`src/rtl/rr_grant_arbiter.sv`:
```
// rtl/rr_grant_arbiter.sv - registered round-robin / fixed-priority grant arbiter.
// Define ARB_BLOCK_ACK_EN to hold each grant until acknowledge[grant_encoded] pulses.
module rr_grant_arbiter #(
  parameter int    PORTS                = 4,
  parameter int    ARB_TYPE_ROUND_ROBIN = 1,
  parameter string LSB_PRIORITY         = "LOW",
  localparam int   EW                   = (PORTS > 1) ? $clog2(PORTS) : 1
) (
  input  logic             clk,
  input  logic             rst,
  input  logic [PORTS-1:0] request,
  input  logic [PORTS-1:0] acknowledge,
  output logic [PORTS-1:0] grant,
  output logic             grant_valid,
  output logic [EW-1:0]    grant_encoded
);

  localparam bit MSB_FIRST = (LSB_PRIORITY == "HIGH");
  localparam bit RR_MODE   = (ARB_TYPE_ROUND_ROBIN != 0);

  typedef enum logic {
    IDLE    = 1'b0,
    GRANTED = 1'b1
  } state_t;

  state_t state_q, state_n;

  // mask_q marks the ports that come strictly after the last grant in priority order
  logic [PORTS-1:0] mask_q, mask_n;
  logic [PORTS-1:0] grant_n;
  logic [EW-1:0]    enc_n;

  logic [PORTS-1:0] masked_req;
  logic [PORTS-1:0] pick_src;
  logic [EW-1:0]    sel_idx;
  logic [PORTS-1:0] sel_onehot;
  logic [PORTS-1:0] sel_mask;
  logic             any_req;
  logic             release_now;

  assign any_req = |request;

  always_comb begin
    masked_req = request & mask_q;
    pick_src   = (RR_MODE && (masked_req != '0)) ? masked_req : request;
    sel_idx    = '0;
    if (MSB_FIRST) begin
      for (int i = 0; i < PORTS; i++) begin
        if (pick_src[i]) sel_idx = EW'(i);
      end
    end else begin
      for (int i = PORTS - 1; i >= 0; i--) begin
        if (pick_src[i]) sel_idx = EW'(i);
      end
    end
  end

  always_comb begin
    sel_onehot = '0;
    sel_mask   = '0;
    for (int i = 0; i < PORTS; i++) begin
      sel_onehot[i] = (EW'(i) == sel_idx);
      sel_mask[i]   = MSB_FIRST ? (EW'(i) < sel_idx) : (EW'(i) > sel_idx);
    end
  end

`ifdef ARB_BLOCK_ACK_EN
  assign release_now = acknowledge[grant_encoded];
`else
  logic unused_ack;
  assign unused_ack  = ^acknowledge;
  assign release_now = ~request[grant_encoded];
`endif

  always_comb begin
    state_n = state_q;
    grant_n = grant;
    enc_n   = grant_encoded;
    mask_n  = mask_q;
    case (state_q)
      IDLE: begin
        if (any_req) begin
          state_n = GRANTED;
          grant_n = sel_onehot;
          enc_n   = sel_idx;
          mask_n  = sel_mask;
        end
      end
      GRANTED: begin
        // a release hands straight over to the next requester without an idle cycle
        if (release_now) begin
          if (any_req) begin
            grant_n = sel_onehot;
            enc_n   = sel_idx;
            mask_n  = sel_mask;
          end else begin
            state_n = IDLE;
            grant_n = '0;
            enc_n   = '0;
          end
        end
      end
      default: begin
        state_n = IDLE;
        grant_n = '0;
        enc_n   = '0;
      end
    endcase
  end

  always_ff @(posedge clk) begin
    if (rst) begin
      state_q       <= IDLE;
      grant         <= '0;
      grant_encoded <= '0;
      mask_q        <= '0;
    end else begin
      state_q       <= state_n;
      grant         <= grant_n;
      grant_encoded <= enc_n;
      mask_q        <= mask_n;
    end
  end

  assign grant_valid = (state_q == GRANTED);

endmodule

```
`config.mk`:
```
export PLATFORM = sky130hd
export DESIGN_NAME = rr_grant_arbiter
export DESIGN_NICKNAME = d
export VERILOG_FILES = /design/src/rtl/rr_grant_arbiter.sv
export SDC_FILE = /design/constraint.sdc
export NUM_CORES = 1
export LEC_CHECK = 0
export ABC_CLOCK_PERIOD_IN_PS = 3100
export CAP_MARGIN = 20
export CORE_AREA = 2 2 39 41
export CTS_CLUSTER_DIAMETER = 40
export DETAILED_ROUTE_END_ITERATION = 16
export DIE_AREA = 0 0 41 43
export HOLD_SLACK_MARGIN = 0.08
export PLACE_DENSITY = 0.67
export REMOVE_ABC_BUFFERS = 1
export SYNTH_ARGS = -nofsm -noshare
export SYNTH_HDL_FRONTEND = slang
export SYNTH_SLANG_ARGS = --single-unit
```
`constraint.sdc`:
```
create_clock -name clk -period 3.1 [get_ports clk]
set_clock_uncertainty 0.05 [all_clocks]
set_input_delay 0.93 -clock clk [delete_from_list [all_inputs] [get_ports clk]]
set_output_delay 0.93 -clock clk [all_outputs]
set_load 0.02 [all_outputs]
```
==> reports/metrics.yaml <==
worst_setup_path:
  path_class: "input port to flop"
  cp_cell_sequence: "clkdlybuf4s50_1 > or4_1 > o221ai_1 > a21oi_1 > o21ba_2"
  cp_max_fo: 7
  worstPathBufferInverterCount: 1
  crit_slowest_cell: "or4_1"
  cp.required_ns: 3.23
  cp-start-kind: "input port"
  critPathArrivalTime_ns: 2.49
  endpoint_kind: "flop"
  cp_slowest_stage_delay_ns: 0.58
  cp_top_family: "simple AND/OR/NAND/NOR gates"
clock_tree:
  cts_setup_buffers: 0
  htreeDepth: 1
  cts_max_path_buffers: 2
  cts_root_buf: "clkbuf_4"
  cts_tree: "done"
  clk_pin_slew_ns: 0.07
  clk_latency_ns: 0.28
  cts_sinks: 10
  cts_buffers: 3
  cts_resized: 0
  ctsHoldBuffers: 0
layout:
  layout_common_cells: "clkdlybuf4s50_1, dfxtp_1, nand2_1, a32o_1, a21oi_1"
  final_common_cell: "clkdlybuf4s50_1"
  fill_cells: 144
  drive_above_1_share_pct: 13.0
  nets: 80
  area_growth_pct: 35.5
  antenna_cells: 0
  final_area_sq_um: 673
sta:
  final.setup.tns_ns: 0
  hold_violations: 0
  final-setup-viol-count: 0
  rsz0062_at_grt: "no"
  min_period_over_period_pct: 76.4
  worst_slack_ns: 0.732
  period_needed_ns: 2.37
  holdWs_ns: 0.423
  slew_headroom_pct: 75.5
  worstMarginPinSlew_ns: 0.365
  timing.fmax_ghz: 0.422
  slew_violations: 0
routing:
  wirelength_mm: 1.05
  ant_nets: 0
  routed_via_density: 5.56
  drc_errors: 0
  drt-pass1-iter-count: 4
  drtIter0Drc: 5
  routedWlPerCell_um: 12.4
  vias: 473
synthesis:
  synth_area_leaders: "dfxtp_1, a32o_1, nand2_1"
  postSynthCellCount: 53
  synth-compound-area-share_pct: 33.0
  synthXorXnorAreaFrac_pct: 0
  yosys_warnings: 0
  yosysUniqueCellTypes: 23
  seq_area_frac_synth_pct: 40.3
  synth_simple_gate_area_share_pct: 22.7
  post_synth.cell_area_avg_sq_um: 9.37
  synth_top_family_by_area: "compound AO/OA/AOI/OAI gates"
  ys_ff_latch: 10
  synth_area_leader_cell: "dfxtp_1"
  syn_area_sq_um: 497
  yosys.area_share.adder_pct: 0
  muxShareOfSynthArea_pct: 4.03
  netlist.area_leader.share_pct: 40.3
global_routing:
  grt_pass1_wl_mm: 1.79
  grt_pass1_vias: 416
  grt_max_degree: 8
  grt_overflow: 0
  track_usage_pct: 15.4
  antenna_found_initial: 0
placed_design:
  place.gp.congestion: 0.749
  dpl-instance-area_sq_um: 637
  dp.final_hpwl_um: 778
  port_buffers: 12
  place_ws_ns: 0.456
floorplanning:
  die_h_um: 43
  initial_core_util_pct: 35.9
  die_w_um: 41
  die_area_sq_um: 1760
  coreArea_sq_um: 1380
  rows: 14
  num_io_pins: 17
hold_path:
  hp-class: "flop to flop"
flow_run:
  drv_cap: 0
run_status:
  outcome: "completed"
power:
  cellPowerDensity_nw_per_um2: 566
  irDropWorstVdd_mv: 0.298
  p_leak_nw: 0.243
-- path summary, 6_finish.rpt --
check                           startpoint                            end  slack (ns)  cells after the start
max reg2reg  grant_encoded[0]$_SDFFE_PP0P_          grant[2]$_SDFFE_PP0P_        1.65                      4
min                  grant[2]$_SDFFE_PP0P_          grant[2]$_SDFFE_PP0P_        0.42                      1
max                             request[2]  grant_encoded[0]$_SDFFE_PP0P_        0.73                      5
min reg2reg          grant[2]$_SDFFE_PP0P_          grant[2]$_SDFFE_PP0P_        0.42                      1
-- per-layer routing --
metal	global-route usage, %	up-vias	routed length, um
li1	-	239	-
met1	20.4	216	506
met2	19.7	13	420
met3	4.71	5	86
met4	12.0	0	38
met5	0	-	0
-- state kept, by name (all words and copies together), names as in the netlist --
register	cells
grant	4
grant_encoded	2
mask_q	3
grant_valid	1
-- synthesized netlist by cell type --
cell,instances
a211oi_1,1
a21boi_0,2
a21oi_1,4
a22o_1,1
a31o_2,1
a32o_1,5
and2_1,2
and2_4,1
dfxtp_1,10
mux2i_1,2
nand2_1,7
nand2b_1,3
nand3_1,1
nor2_1,3
nor3b_1,1
nor4_1,1
o21ai_0,1
o21ba_2,2
o221a_2,1
o221ai_1,1
o22a_1,1
or3b_1,1
or4_1,1
-- worst reg2reg max path: stages (launching register included) --
cell,delay (ns)
dfxtp_1,0.40
mux2i_1,0.30
o22a_1,0.22
and2_1,0.23
a32o_1,0.18
-- metrics by stage --
| stage | total power [mW] | utilization, % | std cells |
|---|---|---|---|
| 6_report | 0.381 | 48.6 | 85 |
| 5_1_grt | 0.401 | 48.6 | 85 |
| 4_1_cts | 0.385 | 48.6 | 85 |
| 3_5_place_dp | 0.265 | 46.0 | 81 |
| 3_3_place_gp | 0.265 | 46.0 | 81 |
| 2_1_floorplan | 0.224 | - | 53 |
-- area by class of cell --
type / instances / area, sq um / share of cell area [%]
multi-input cells: 43 / 297 / 44.1
flip-flops and latches: 10 / 200 / 29.7
repair buffers: 12 / 120 / 17.8
clock buffers: 4 / 36.3 / 5.39
well taps: 16 / 20.0 / 2.97
-- cells by family after synthesis --
group | Yosys count
and+or+nand+nor | 21
DFF | 10
muxes | 2
AOI/OAI and AO/OA | 20
-- where the power goes --
group | switching (mW) | internal (mW)
registers | 0.0103 | 0.144
logic | 0.0530 | 0.0542
clock network | 0.0477 | 0.0715
total | 0.111 | 0.270
No activity file was read; power rests on OpenSTA's default activity.
